--- src/rtl/pipe_ctrl_pkg.sv ---
// ---------------------------------------------------------------------------
// pipe_ctrl_pkg
// Shared types and constants for the SimpleRISC pipeline control slice.
//   pipeState_t   : control FSM states (RUN, WAIT, DRAIN, HALT, ERROR)
//   hazardCause_t : the single hazard that wins arbitration in a cycle
//   IF_STAGE/OF_STAGE : fixed indices of the fetch and operand-fetch stages
//   resolveHazard : priority encoder, highest priority first
// ---------------------------------------------------------------------------
package pipe_ctrl_pkg;

  typedef enum logic [2:0] {
    RUN,
    WAIT,
    DRAIN,
    HALT,
    ERROR
  } pipeState_t;

  typedef enum logic [2:0] {
    HZ_NONE,
    HZ_MEM_WAIT,
    HZ_DIV_BUSY,
    HZ_BRANCH,
    HZ_LOAD_USE
  } hazardCause_t;

  localparam int IF_STAGE = 0;
  localparam int OF_STAGE = 1;

  // Memory wait beats the divider, both beat a taken branch (a held EX
  // cannot redirect), and a taken branch squashes the load-use victim so
  // the load-use stall is dropped entirely.
  function automatic hazardCause_t resolveHazard(
    input logic memWait,
    input logic divStall,
    input logic branchTaken,
    input logic loadUse
  );
    if (memWait)     return HZ_MEM_WAIT;
    if (divStall)    return HZ_DIV_BUSY;
    if (branchTaken) return HZ_BRANCH;
    if (loadUse)     return HZ_LOAD_USE;
    return HZ_NONE;
  endfunction

endpackage

--- src/rtl/pipe_mem_wait_fsm.sv ---
// ---------------------------------------------------------------------------
// pipe_mem_wait_fsm
// Pipeline control FSM: tracks memory waits with a timeout counter, the
// halt drain sequence, and the terminal HALT/ERROR states.
// Ports:
//   clk, rst          core clock, async active-high reset
//   mem_wait_i        valid MEM access is waiting on data memory this cycle
//   stop_accept_i     halt instruction in OF advances this cycle
//   pipe_empty_i      every stage valid bit is clear
//   state_o           current FSM state
//   halt_pending_o    halt accepted, fetch must stay blocked
//   mem_timeout_o     sticky: a memory wait ran past MEM_TIMEOUT
//   halted_o          pipeline drained after a halt
// ---------------------------------------------------------------------------
module pipe_mem_wait_fsm
  import pipe_ctrl_pkg::*;
#(
  parameter int MEM_TIMEOUT = 15
) (
  input  logic       clk,
  input  logic       rst,
  input  logic       mem_wait_i,
  input  logic       stop_accept_i,
  input  logic       pipe_empty_i,
  output pipeState_t state_o,
  output logic       halt_pending_o,
  output logic       mem_timeout_o,
  output logic       halted_o
);

  localparam int WAIT_W = $clog2(MEM_TIMEOUT + 1);
  localparam logic [WAIT_W-1:0] TIMEOUT_VAL = WAIT_W'(MEM_TIMEOUT);

  pipeState_t        state_q;
  logic [WAIT_W-1:0] waitCnt_q;
  logic              haltPending_q;
  logic              memTimeout_q;
  logic              halted_q;

  // The counter is loaded with 1 on the cycle the wait is first seen, so a
  // done arriving while the counter equals MEM_TIMEOUT still succeeds; only
  // a further miss in that cycle enters ERROR. A halt accepted in the same
  // cycle the wait ends is not lost: the exit goes straight to DRAIN.
  always_ff @(posedge clk or posedge rst) begin
    if (rst) begin
      state_q       <= RUN;
      waitCnt_q     <= '0;
      haltPending_q <= 1'b0;
      memTimeout_q  <= 1'b0;
      halted_q      <= 1'b0;
    end else begin
      case (state_q)
        RUN: begin
          if (stop_accept_i) begin
            state_q       <= DRAIN;
            haltPending_q <= 1'b1;
          end else if (mem_wait_i) begin
            state_q   <= WAIT;
            waitCnt_q <= WAIT_W'(1);
          end
        end
        WAIT: begin
          if (!mem_wait_i) begin
            state_q       <= (haltPending_q || stop_accept_i) ? DRAIN : RUN;
            haltPending_q <= haltPending_q | stop_accept_i;
            waitCnt_q     <= '0;
          end else if (waitCnt_q == TIMEOUT_VAL) begin
            state_q      <= ERROR;
            memTimeout_q <= 1'b1;
          end else begin
            waitCnt_q <= waitCnt_q + WAIT_W'(1);
          end
        end
        DRAIN: begin
          if (pipe_empty_i) begin
            state_q  <= HALT;
            halted_q <= 1'b1;
          end else if (mem_wait_i) begin
            state_q   <= WAIT;
            waitCnt_q <= WAIT_W'(1);
          end
        end
        HALT:    state_q <= HALT;
        ERROR:   state_q <= ERROR;
        default: state_q <= RUN;
      endcase
    end
  end

  assign state_o        = state_q;
  assign halt_pending_o = haltPending_q;
  assign mem_timeout_o  = memTimeout_q;
  assign halted_o       = halted_q;

endmodule

--- src/rtl/pipe_hazard_ctrl.sv ---
// ---------------------------------------------------------------------------
// pipe_hazard_ctrl
// Parametrised stall/flush control for the SimpleRISC pipeline. Tracks a
// valid bit per stage and turns memory wait, divider busy, load-use and
// taken-branch events into per-stage hold/bubble strobes.
// Ports:
//   clk, rst                 core clock, async active-high reset
//   fetch_valid_i            IF has a real instruction
//   stop_i                   halt opcode decoded in OF
//   of_rs1_i/of_rs2_i        OF source registers, of_use1_i/of_use2_i gate them
//   ex_is_ld_i, ex_rd_i      EX holds a load writing ex_rd_i
//   div_busy_i               multicycle ALU op in EX still running
//   branch_taken_i           EX resolved a taken branch
//   mem_req_i, mem_done_i    MEM access present / completing
//   hold_o[i]                pipe register feeding stage i keeps its value
//   bubble_o[i]              pipe register feeding stage i loads a NOP
//   stage_valid_o            registered valid bit per stage
//   mem_timeout_o, halted_o  sticky status
// Optional build macro PIPE_PERF_EN adds stall_cycles_o, flush_count_o and
// bubble_count_o saturating counters (width CNT_W).
// ---------------------------------------------------------------------------
module pipe_hazard_ctrl
  import pipe_ctrl_pkg::*;
#(
  parameter int NUM_STAGES  = 5,
  parameter int EX_STAGE    = 2,
  parameter int MEM_STAGE   = 3,
  parameter int REG_AW      = 5,
  parameter int MEM_TIMEOUT = 15
`ifdef PIPE_PERF_EN
  ,
  parameter int CNT_W       = 32
`endif
) (
  input  logic                  clk,
  input  logic                  rst,
  input  logic                  fetch_valid_i,
  input  logic                  stop_i,
  input  logic [REG_AW-1:0]     of_rs1_i,
  input  logic [REG_AW-1:0]     of_rs2_i,
  input  logic                  of_use1_i,
  input  logic                  of_use2_i,
  input  logic                  ex_is_ld_i,
  input  logic [REG_AW-1:0]     ex_rd_i,
  input  logic                  div_busy_i,
  input  logic                  branch_taken_i,
  input  logic                  mem_req_i,
  input  logic                  mem_done_i,
  output logic [NUM_STAGES-1:0] hold_o,
  output logic [NUM_STAGES-1:0] bubble_o,
  output logic [NUM_STAGES-1:0] stage_valid_o,
  output logic                  mem_timeout_o,
  output logic                  halted_o
`ifdef PIPE_PERF_EN
  ,
  output logic [CNT_W-1:0]      stall_cycles_o,
  output logic [CNT_W-1:0]      flush_count_o,
  output logic [CNT_W-1:0]      bubble_count_o
`endif
);

  logic [NUM_STAGES-1:0] stageValid_q;
  logic [NUM_STAGES-1:0] stageValid_d;
  logic [NUM_STAGES-1:0] prevValid;
  logic [NUM_STAGES-1:0] holdMask;
  logic [NUM_STAGES-1:0] bubbleMask;
  logic                  memWait;
  logic                  divStall;
  logic                  srcHit;
  logic                  loadUse;
  logic                  frozen;
  logic                  stopAccept;
  logic                  fetchIn;
  logic                  pipeEmpty;
  logic                  haltPending;
  hazardCause_t          cause;
  pipeState_t            state;

  // Raw hazard conditions; r0 is hardwired zero so it never creates a
  // load-use dependency.
  assign memWait  = mem_req_i & stageValid_q[MEM_STAGE] & ~mem_done_i;
  assign divStall = div_busy_i & stageValid_q[EX_STAGE];
  assign srcHit   = (of_use1_i && (of_rs1_i == ex_rd_i)) ||
                    (of_use2_i && (of_rs2_i == ex_rd_i));
  assign loadUse  = ex_is_ld_i & stageValid_q[EX_STAGE] & (ex_rd_i != '0) & srcHit;

  assign frozen = (state == HALT) || (state == ERROR);
  assign cause  = frozen ? HZ_NONE
                         : resolveHazard(memWait, divStall, branch_taken_i, loadUse);

  // Hold/bubble masks for the winning hazard. Everything is forced low
  // while reset is asserted so the pipe registers see a quiet interface,
  // and HALT/ERROR freeze every stage.
  always_comb begin
    holdMask   = '0;
    bubbleMask = '0;
    if (!rst) begin
      if (frozen) begin
        holdMask = '1;
      end else begin
        case (cause)
          HZ_MEM_WAIT: begin
            for (int i = 0; i <= MEM_STAGE; i++) holdMask[i] = 1'b1;
            bubbleMask[MEM_STAGE+1] = 1'b1;
          end
          HZ_DIV_BUSY: begin
            for (int i = 0; i <= EX_STAGE; i++) holdMask[i] = 1'b1;
            bubbleMask[EX_STAGE+1] = 1'b1;
          end
          HZ_BRANCH: begin
            for (int i = OF_STAGE; i <= EX_STAGE; i++) bubbleMask[i] = 1'b1;
          end
          HZ_LOAD_USE: begin
            holdMask[IF_STAGE]   = 1'b1;
            holdMask[OF_STAGE]   = 1'b1;
            bubbleMask[EX_STAGE] = 1'b1;
          end
          default: ;
        endcase
      end
    end
  end

  assign hold_o   = holdMask;
  assign bubble_o = bubbleMask;

  // Fetch is blocked from the very cycle the halt is accepted, so nothing
  // younger than the halt enters the pipe.
  assign stopAccept = stop_i & stageValid_q[OF_STAGE] & ~holdMask[OF_STAGE];
  assign fetchIn    = fetch_valid_i & ~(haltPending | stopAccept);
  assign prevValid  = {stageValid_q[NUM_STAGES-2:0], fetchIn};
  assign pipeEmpty  = (stageValid_q == '0);

  // Valid chain: a held stage keeps its bit, otherwise it takes the bit of
  // the stage behind it unless that register is being bubbled.
  always_comb begin
    stageValid_d = stageValid_q;
    for (int i = 0; i < NUM_STAGES; i++) begin
      if (!holdMask[i]) stageValid_d[i] = bubbleMask[i] ? 1'b0 : prevValid[i];
    end
  end

  // Stage valid register.
  always_ff @(posedge clk or posedge rst) begin
    if (rst) stageValid_q <= '0;
    else     stageValid_q <= stageValid_d;
  end

  assign stage_valid_o = stageValid_q;

  pipe_mem_wait_fsm #(
    .MEM_TIMEOUT (MEM_TIMEOUT)
  ) u_fsm (
    .clk            (clk),
    .rst            (rst),
    .mem_wait_i     (memWait),
    .stop_accept_i  (stopAccept),
    .pipe_empty_i   (pipeEmpty),
    .state_o        (state),
    .halt_pending_o (haltPending),
    .mem_timeout_o  (mem_timeout_o),
    .halted_o       (halted_o)
  );

`ifdef PIPE_PERF_EN
  logic [CNT_W-1:0] stallCycles_q;
  logic [CNT_W-1:0] flushCount_q;
  logic [CNT_W-1:0] bubbleCount_q;

  // Saturating event counters; they stop moving once the pipe is frozen
  // so the final values describe the run up to the halt or error.
  always_ff @(posedge clk or posedge rst) begin
    if (rst) begin
      stallCycles_q <= '0;
      flushCount_q  <= '0;
      bubbleCount_q <= '0;
    end else if (!frozen) begin
      if (holdMask[IF_STAGE] && (stallCycles_q != '1))
        stallCycles_q <= stallCycles_q + CNT_W'(1);
      if ((cause == HZ_BRANCH) && (flushCount_q != '1))
        flushCount_q <= flushCount_q + CNT_W'(1);
      if ((cause == HZ_LOAD_USE) && (bubbleCount_q != '1))
        bubbleCount_q <= bubbleCount_q + CNT_W'(1);
    end
  end

  assign stall_cycles_o = stallCycles_q;
  assign flush_count_o  = flushCount_q;
  assign bubble_count_o = bubbleCount_q;
`endif

endmodule

--- config.mk ---
export PLATFORM = sky130hd
export DESIGN_NAME = pipe_hazard_ctrl
export DESIGN_NICKNAME = d
export VERILOG_FILES = /design/src/rtl/pipe_ctrl_pkg.sv /design/src/rtl/pipe_mem_wait_fsm.sv /design/src/rtl/pipe_hazard_ctrl.sv
export SDC_FILE = /design/constraint.sdc
export NUM_CORES = 1
export LEC_CHECK = 0
export CAP_MARGIN = 10
export CORE_ASPECT_RATIO = 1.5
export CORE_UTILIZATION = 47
export CTS_CLUSTER_SIZE = 8
export DETAILED_ROUTE_END_ITERATION = 10
export HOLD_SLACK_MARGIN = 0.12
export PLACE_DENSITY = 0.85
export SYNTH_ARGS = -nofsm -noshare
export SYNTH_HDL_FRONTEND = slang
export SYNTH_SLANG_ARGS = --single-unit
--- constraint.sdc ---
create_clock -name clk -period 4.45 [get_ports clk]
set_input_delay 0.89 -clock clk [delete_from_list [all_inputs] [get_ports clk]]
set_output_delay 0.89 -clock clk [all_outputs]
set_load 0.02 [all_outputs]
Yosys cells after proc, flatten, opt, wreduce, memory -nomap -nowiden
Index checks and enable logic that the tools add are counted.
{"block": "op_classes", "n_eq_ne": 17, "reduce_logical": 17, "bitwise": 13, "n_mux": 50, "add_sub_neg": 1}
{"cell": "two-way mux 3 bit", "count": 14}
{"cell": "two-way mux 4 bit", "count": 8}
{"cell": "two-way mux 1 bit", "count": 22}
{"cell": "case mux 3 bit (5 select lines)", "count": 1}
{"cell": "equality test 3 x 2 -> 1 bit, second input constant", "count": 4}
{"cell": "case mux 4 bit (3 select lines)", "count": 1}
{"cell": "equality test 5 bit", "count": 2}
{"cell": "bitwise AND 1 bit", "count": 9}
{"cell": "equality test 3 x 1 -> 1 bit, second input constant", "count": 2}
{"cell": "equality test 3 bit, second input constant", "count": 2}
{"cell": "!= test 2 bit, second input constant", "count": 3}
{"cell": "!= test 3 bit, second input constant", "count": 2}
{"cell": "AND reduction 3 bit", "count": 2}
{"cell": "zero test 5 bit", "count": 1}
{"cell": "two-way mux 5 bit", "count": 1}
{"cell": "nonzero test 5 bit", "count": 1}
{"cell": "adder 4 x 1 -> 4 bit, second input constant", "count": 1}
{"cell": "equality test 4 bit, second input constant", "count": 1}
{"cell": "two-way mux 2 bit", "count": 2}
{"cell": "AND reduction 4 bit", "count": 1}
{"cell": "OR reduction 2 bit", "count": 2}
{"cell": "zero test 3 bit", "count": 1}
{"cell": "logical OR 1 bit", "count": 3}
{"cell": "NOT 1 bit", "count": 3}
{"cell": "other kinds (8)", "count": 9}
{"block": "totals", "wordCells": 108, "inputBits": 26, "output_inout_bits": 17, "reg_bits": 15}

Depth between registers and ports, before layout
Gate-level depths: netlist (run 1).
{"block": "depth", "word_depth": 25, "ltp_mapped": 8, "ltp_nobuf": 7}

Cells and area by module
From an unflattened synthesis (run 1), not the netlist that was laid out.
{"block": "unflattened", "cells_unflattened": 119, "hier_area_um2": 1046.0}
{"module": "pipe_mem_wait_fsm", "instances": 1, "area_per_inst_um2": 541.8, "cells_each": 55, "seq_area_each_um2": 250.2}
{"module": "pipe_hazard_ctrl", "instances": 1, "area_per_inst_um2": 504.2, "cells_each": 64, "seq_area_each_um2": 125.1}

Least setup slack after synthesis (run 1)
OpenSTA, ideal clock, no wires.
{"block": "synth_timing", "kind": "input -> output", "startpoint": "input port mem_req_i", "endpoint": "output port bubble_o[2]", "setup_slack_ns": 1.391, "required_ns": 3.560, "path_stages": 5, "path_buffers": 1, "arrival_time_ns": 2.169, "path_cell_list": "and3b_1 buf_2 nor3_4 nand4_4 o21ai_0"}
{"block": "synth_between", "elab_chain_cells": 10, "elab_cells_between_ends": 11, "classes_between": "eq/ne: 2; mux: 6; bitwise: 2; reduce/logical: 1"}
{"item": "from (decl)", "line": "pipe_hazard_ctrl.sv:47", "source": "input logic mem_req_i,"}
{"item": "bitwise AND 1 bit (*) (2 in a row)", "line": "pipe_hazard_ctrl.sv:81", "source": "assign memWait = mem_req_i & stageValid_q[MEM_STAGE] & ~mem_done_i;"}
{"item": "two-way mux 1 bit (*)", "line": "pipe_ctrl_pkg.sv:39", "source": "if (memWait) return HZ_MEM_WAIT;"}
{"item": "two-way mux 3 bit (*)", "line": "pipe_ctrl_pkg.sv:40", "source": "if (divStall) return HZ_DIV_BUSY;"}
{"item": "two-way mux 3 bit (*)", "line": "pipe_hazard_ctrl.sv:88", "source": "assign cause = frozen ? HZ_NONE"}
{"item": "equality test 3 bit / equality test 3 x 2 -> 1 bit (equally long branches)", "line": "pipe_hazard_ctrl.sv:101", "source": "case (cause)"}
{"item": "OR reduction 2 bit (no line) (*)"}
{"item": "two-way mux 1 bit (*)", "line": "pipe_hazard_ctrl.sv:101"}
{"item": "two-way mux 4 bit (*)", "line": "pipe_hazard_ctrl.sv:98", "source": "if (frozen) begin"}
{"item": "two-way mux 4 bit (*)", "line": "pipe_hazard_ctrl.sv:97", "source": "if (!rst) begin"}
{"item": "to (decl)", "line": "pipe_hazard_ctrl.sv:50", "source": "output logic [NUM_STAGES-1:0] bubble_o,"}
Mark *: on every way between the ends. The rest lies on a longest branch, timed or not.

Worst setup path after layout (run 1)
{"block": "layout_timing", "startpoint": "input port ex_rd_i[4]", "endpoint": "output port hold_o[1]"}
{"block": "layout_between", "elab_chain_cells": 18, "elab_cells_between_ends": 25, "classes_between": "eq/ne: 5; mux: 13; bitwise: 2; reduce/logical: 5"}
{"item": "from (decl)", "line": "pipe_hazard_ctrl.sv:44", "source": "input logic [REG_AW-1:0] ex_rd_i,"}
{"item": "equality test 5 bit, on equally long branches", "line": "pipe_hazard_ctrl.sv:83, pipe_hazard_ctrl.sv:84"}
{"item": "logical AND 1 bit, on equally long branches", "line": "pipe_hazard_ctrl.sv:83, pipe_hazard_ctrl.sv:84"}
{"item": "logical OR 1 bit", "line": "pipe_hazard_ctrl.sv:83", "source": "assign srcHit = (of_use1_i && (of_rs1_i == ex_rd_i)) ||"}
{"item": "bitwise AND 1 bit (*)", "line": "pipe_hazard_ctrl.sv:85", "source": "assign loadUse = ex_is_ld_i & stageValid_q[EX_STAGE] & (ex_rd_i != '0) & srcHit;"}
{"item": "two-way mux 1 bit (2 in a row)", "line": "pipe_ctrl_pkg.sv:42", "source": "if (loadUse) return HZ_LOAD_USE;"}
{"item": "two-way mux 1 bit", "line": "pipe_ctrl_pkg.sv:41", "source": "if (branchTaken) return HZ_BRANCH;"}
{"item": "two-way mux 1 bit", "line": "pipe_ctrl_pkg.sv:40"}
{"item": "two-way mux 3 bit (*)", "line": "pipe_ctrl_pkg.sv:43", "source": "return HZ_NONE;"}
{"item": "two-way mux 3 bit (*)", "line": "pipe_ctrl_pkg.sv:42"}
{"item": "two-way mux 3 bit (*)", "line": "pipe_ctrl_pkg.sv:41"}
{"item": "two-way mux 3 bit (*)", "line": "pipe_ctrl_pkg.sv:40"}
{"item": "two-way mux 3 bit (*)", "line": "pipe_hazard_ctrl.sv:88"}
{"item": "equality test 3 bit (tied with other cells)", "line": "pipe_hazard_ctrl.sv:101"}
{"item": "OR reduction 3 bit (no line) (*)"}
{"item": "two-way mux 2 bit (*)", "line": "pipe_hazard_ctrl.sv:101"}
{"item": "two-way mux 4 bit (*)", "line": "pipe_hazard_ctrl.sv:98"}
{"item": "two-way mux 5 bit (*)", "line": "pipe_hazard_ctrl.sv:97"}
{"item": "to (decl)", "line": "pipe_hazard_ctrl.sv:49", "source": "output logic [NUM_STAGES-1:0] hold_o,"}
Mark *: on every way between the ends. The rest lies on a longest branch, timed or not. The select of a mux whose other input is x is not followed.

==> results.md, run 1 <==
- Outcome: finished clean
- Setup skew after layout: between 0.008 and 0.009 ns
- Worst-path fanout max: 7
- Final slew viol count: 0
- Ys Warns: 0
- Standard-cell rows: 21
- Synth cell types: 51
- Worst setup startpoint: ex_rd_i[4]
- Largest net degree at the start of global routing: 16
- Initial DRC Count: 20
- Critical path endpoint category: output port
- Register area share after synthesis: 0.339
- Hold Crit Class: flip-flop to flip-flop
- Placer congestion estimate: approximately 0.8
- WP data required: 3.56 ns
- GR Layer Usage met1: 0.264
- First-pass GRT wire length: ~4700 um
- Maximum clock insertion buffer count: 2
- Initial DRT Pass Iterations: 4
- Antenna violations before repair: 0
- Yosys top cell by area: dfrtp_1
- Post-DR vias/cell: 5.82
- Die height: between 60 and 70 um
- Final WL: approximately 2800 um
- Met2 usage: 0.426
- Post-CTS Resized: 0
- All-Layer GR Usage: 0.245
- Post-route DRC violation count: 0
- Die ar.: between 2000 and 3000 sq um
- Met3 usage: 0.0469
- Core area: 2230 sq um
- Min Clock Period, post-route: between 3 and 4 ns
- Area growth syn-to-layout: 39.7%
- Unrepaired setup endpoints after global routing: no
- Clk slew on worst S/H paths: about 0.090 ns
- Worst hold start: u_fsm.mem_timeout_o$_DFFE_PP0P_
- Net count after synthesis: 149
- Pwr dens: 394 nW/um^2
- CP startpoint kind: input pin
- Layout cells sized above 1: 0.104
- Final hold violation count: 0
- IO buf count: between 40 and 50
- IO Pins: 43
- Count leader, synth: dfrtp_1
- Synthesized area: roughly 1100 sq um
- Initial Util: 0.496
- Final setup violation count: 0
- R2R Path Start: u_fsm.state_o[0]$_DFFE_PP0P_
- Synth async-reset ratio: 1.00
- F_max: 251 MHz
- Num CTS Buffers: 3
- WL/cell: roughly 15 um
- DRT antenna net count: 0
- Post-synth EDFFs: 0
- Number of global-route vias before repair: roughly 1,100
- Vias: around 1,100
- Post-synth top flop: dfrtp_1
- Synth top area cells: dfrtp_1 34%, xor2_1 6.3%, nand2_1 4.4%, nor2_1 4.4%, buf_4 2.7%
- P_leak: roughly 0.6 nW
- Clock sinks: 15
- Critical setup path kind: input pin to output port
- Top cells by count, synth: 15 x dfrtp_1, 13 x nand2_1, 13 x nor2_1
- DP HPWL: 2260 um
- Post-Synthesis Cells: 122
- Placed inst area: about 1500 sq um
- Setup bufs post-CTS: 0
- Nets: 191
- CTS tree: built
- Yosys top cell area share: 0.339
- Gr ovfl total: 0
- Syn avg cell area: between 9 and 10 sq um
- Peak supply drop: 0.267 mV
- Slew @ Worst Pin: 0.488 ns
- Post-Route Setup TNS: 0 ns
- Fin area: between 1500 and 2000 sq um
- H-tree levels: 1
- Crit path DAT: slightly above 3 ns
- Die Wd: between 40 and 50 um
- Antenna cells: 0
- Yosys reg bits: 15
- GRT Max-Usage Layer: met2
- Skew-Pair Late Insertion Delay: roughly 0.30 ns
- CTS hold repair buffers: 0
- CTS Root Cell: clkbuf_4
- Fin crit share: 0.895
- Slew Limit Headroom: 0.670
- Max-cap violations: 0
## state kept, by name (all words and copies together) (netlist names)
name and count:
u_fsm.halted_o 1, stage_valid_o 5, u_fsm.waitCnt_q 4, u_fsm.halt_pending_o 1
u_fsm.state_o 3, u_fsm.mem_timeout_o 1
## cell type report
| type | count | area [sq um] |
|---|---|---|
| inverter | 6 | 22.5 |
| clock inverter | 1 | 5.00 |
| fill | 183 | 687 |
| tap | 23 | 28.8 |
| sequential | 15 | 375 |
| clock buffer | 3 | 22.5 |
| multi-input combinational | 96 | 674 |
| timing repair buffer | 42 | 418 |
## final timing paths
kind,slack [ns],endpoint,cells past startpoint
max,0.47,hold_o[1],6
min,0.47,u_fsm.mem_timeout_o$_DFFE_PP0P_,1
max reg2reg,2.39,stage_valid_o[0]$_DFFE_PP0N_,5
min reg2reg,0.47,u_fsm.mem_timeout_o$_DFFE_PP0P_,1
max in group asynchronous,2.93,stage_valid_o[1]$_DFFE_PP0N_,3
min in group asynchronous,1.04,u_fsm.mem_timeout_o$_DFFE_PP0P_,2
## cells in the final DEF, fill, tap and decap left out, drive strengths merged, types with 2 or more instances in the layout
cell	Yosys	routed
nand3	3	3
xnor2	3	3
nor4	3	3
clkdlybuf4s50	0	41
and3	2	2
nor3	4	4
nand4	3	3
clkbuf	0	3
nor2	13	13
nor3b	2	2
o21ai	7	7
xor2	8	8
nand2b	2	2
dfrtp	15	15
nand2	13	13
a21oi	3	3
and3b	3	3
inv	6	6
a21o	3	3
## through the flow
step | power (W) | instances | setup WS, ns | utilization | hold WS, ns
6_report | 0.000609 | 186 | 0.466 | 0.692 | 0.472
5_1_grt | 0.000647 | 186 | 0.375 | 0.692 | 0.507
4_1_cts | 0.000613 | 186 | 0.463 | 0.692 | 0.477
3_5_place_dp | 0.000527 | 182 | 0.492 | 0.680 | 0.455
3_3_place_gp | 0.000521 | 182 | 0.511 | 0.680 | 0.440
2_1_floorplan | 0.000401 | 122 | 1.39 | - | 0.459
## per-layer routing
| layer | routed length [um] | vias to the layer above |
|---|---|---|
| met5 | 0 | - |
| met4 | 136 | 0 |
| met3 | 148 | 12 |
| met2 | 1470 | 46 |
| met1 | 1080 | 508 |
| li1 | - | 517 |
## cell families after synthesis
group	synth area share
adder cells (fa/ha/maj)	0.0113
flip-flops	0.339
AO/OA/AOI/OAI	0.202
AND/OR/NAND/NOR	0.282
buffers and inverters	0.0520
XOR/XNOR	0.0870
multiplexers	0.0226
other	0.00339
## power breakdown
part	total, W	switching, W	internal (W)
Clock	0.0000817	0.0000481	0.0000336
Combinational	0.000301	0.000148	0.000153
Sequential	0.000227	0.0000557	0.000171
Total	0.000609	0.000252	0.000358
## critical path, cell delays in order
cell	delay [ns]
clkdlybuf4s50_1	0.48
xor2_1	0.21
nor4_1	0.30
a32oi_2	0.24
o21ai_4	0.31
clkdlybuf4s50_1	0.67
Note: power is estimated with default switching activity, not from simulation.
==> run 2, diff against run 1 <==
==> constraint.sdc (replaced) <==
create_clock -name clk -period 4.45 [get_ports clk]
set_input_delay 0.6675 -clock clk [delete_from_list [all_inputs] [get_ports clk]]
set_output_delay 0.6675 -clock clk [all_outputs]
set_load 0.02 [all_outputs]
==> run 2 against run 1 <==
  * Utilization decreased by 0.056 points
  * Maximum frequency up 13%
  * Via count up 0.74%
  * Non-clock buffer count is the same
  * Critical path depth unchanged
  * Combinational power is essentially flat
  * Flip-flop and latch count unchanged
  * Largest cell class unchanged
==> results.md, run 2 (synthesis gave the netlist of run 1 again) <==
- Clk slew on worst S/H paths: 0.09 ns
- Die Wd: about 42 um
- DRT antenna net count: 0
- Fin area: roughly 1500 sq um
- Clock power frac: 0.130
- Unrepaired setup endpoints after global routing: no
- Setup skew after layout: approximately 0.0018 ns
- Standard-cell rows: 21
- Final setup violation count: 0
- R2R Path Start: u_fsm.state_o[0]$_DFFE_PP0P_
- Critical path endpoint category: output port
- Critical setup path kind: input pin to output port
- Die height: 61.4 um
- Placed inst area: roughly 1500 sq um
- All-Layer GR Usage: 0.234
- Max-cap violations: 0
- Antenna cells: 0
- Number of global-route vias before repair: 1,060
- Maximum clock insertion buffer count: 2
- Slew Limit Headroom: 0.655
- CP startpoint kind: input pin
- Comb power frac: 0.496
- Final hold violation count: 0
- CTS Root Cell: clkbuf_4
- Post-CTS Resized: 0
- Initial Util: 0.496
- DP HPWL: ~2400 um
- Peak supply drop: 0.240 mV
- Outcome: finished clean
- Layout cells sized above 1: 0.0982
- First-pass GRT wire length: between 4000 and 5000 um
- CTS tree: built
- Setup bufs post-CTS: 0
- Post-DR vias/cell: about 5.9
- Num CTS Buffers: 3
- Post-route DRC violation count: 0
- Slew @ Worst Pin: between 0.5 and 0.6 ns
- H-tree levels: 1
- F_max: ~280 MHz
- Largest net degree at the start of global routing: 16
- WL/cell: 15.7 um
- Antenna violations before repair: 0
- Number of flip-flops in the largest register: 5
- Fin crit share: 0.792
- Crit path DAT: between 2 and 3 ns
- Register share of total power: 0.374
- Vias: about 1,100
- Hold Crit Class: flip-flop to flip-flop
- Most frequent cells in the layout: 41 x clkdlybuf4s50_1, 15 x dfrtp_1, 13 x nor2_1, 13 x nand2_1, 8 x xor2_1
- Area growth syn-to-layout: 39.5%
- Nets: 191
- IO buf count: 41
- Final slew viol count: 0
- Worst setup startpoint: ex_rd_i[2]
- Worst-path fanout max: 7
- Switching Share: 0.412
- Post-Route Setup TNS: 0 ns
- CTS hold repair buffers: 0
- Fillers: around 170
- Final WL: around 3000 um
- Pwr dens: ~400 nW/um^2
- Internal: 0.000359 W
- Most common cell after layout, fill and taps aside: clkdlybuf4s50_1
- Clock sinks: 15
- P_leak: 0.607 nW
- Gr ovfl total: 0
- WP data required: ~3.8 ns
- Skew-Pair Late Insertion Delay: slightly below 0.3 ns
- Core area: ~2200 sq um
- Die ar.: 2560 sq um
- Switching power: 0.000252 W
- IO Pins: 43
- Initial DRT Pass Iterations: 4
- Min Clock Period, post-route: ~3.5 ns
- Placer congestion estimate: between 0.7 and 0.8
- Initial DRC Count: 48
- Worst hold start: u_fsm.halted_o$_DFFE_PP0P_
-- run 2: cell types whose count changed in the layout (fill, tap and decap cells not counted), sizes merged --
cell	previous run	this run
clkbuf	3	4
clkinv	1	0
-- run 2: area by class of cell --
type | count | area [sq um] | area share
multi-input combinational | 96 | 674 | 0.436
timing repair buffer | 42 | 418 | 0.270
sequential | 15 | 375 | 0.243
tap | 23 | 28.8 | 0.0186
clock buffer | 4 | 26.3 | 0.0170
inverter | 6 | 22.5 | 0.0146
-- run 2: power by group through the flow --
stage,registers (W),clock network [W],logic [W]
after floorplan,0.000234,0,0.000167
after global placement,0.000228,0,0.000295
after detailed placement,0.000230,0,0.000302
after CTS,0.000228,0.0000794,0.000304
after global routing,0.000234,0.0000867,0.000322
final,0.000229,0.0000792,0.000303
-- run 2: routing by layer --
layer	wire [um]	GRT usage	share of wire
met1	1050	0.233	0.36
met2	1610	0.455	0.55
met3	152	0.0381	0.052
met4	112	0.143	0.038
met5	0	0	0
-- run 2: critical path, stage by stage --
cell             delay (ns)
clkdlybuf4s50_1        0.47
xor2_1                 0.19
nor4_1                 0.33
a32oi_2                0.23
o21ai_4                0.30
clkdlybuf4s50_1        0.67
-- run 2: path summary, 6_finish.rpt --
path	endpoint	slack, ns	cells past startpoint
max in group asynchronous	u_fsm.mem_timeout_o$_DFFE_PP0P_	3.13	3
min in group asynchronous	u_fsm.halted_o$_DFFE_PP0P_	0.83	2
max reg2reg	stage_valid_o[0]$_DFFE_PP0N_	2.41	5
max	hold_o[1]	0.92	6
min reg2reg	u_fsm.halted_o$_DFFE_PP0P_	0.47	1
min	u_fsm.halted_o$_DFFE_PP0P_	0.47	1
-- run 2: per-stage QoR --
stage          instances  power, W  hold WS [ns]  utilization  worst slack [ns]
3_5_place_dp         182  0.000532         0.454        0.680             0.915
5_1_grt              186  0.000643         0.489        0.692             0.763
6_report             186  0.000611         0.470        0.692             0.923
4_1_cts              186  0.000611         0.474        0.692             0.903
3_3_place_gp         182  0.000523         0.443        0.680             0.945
2_1_floorplan        122  0.000401         0.459            -              1.84
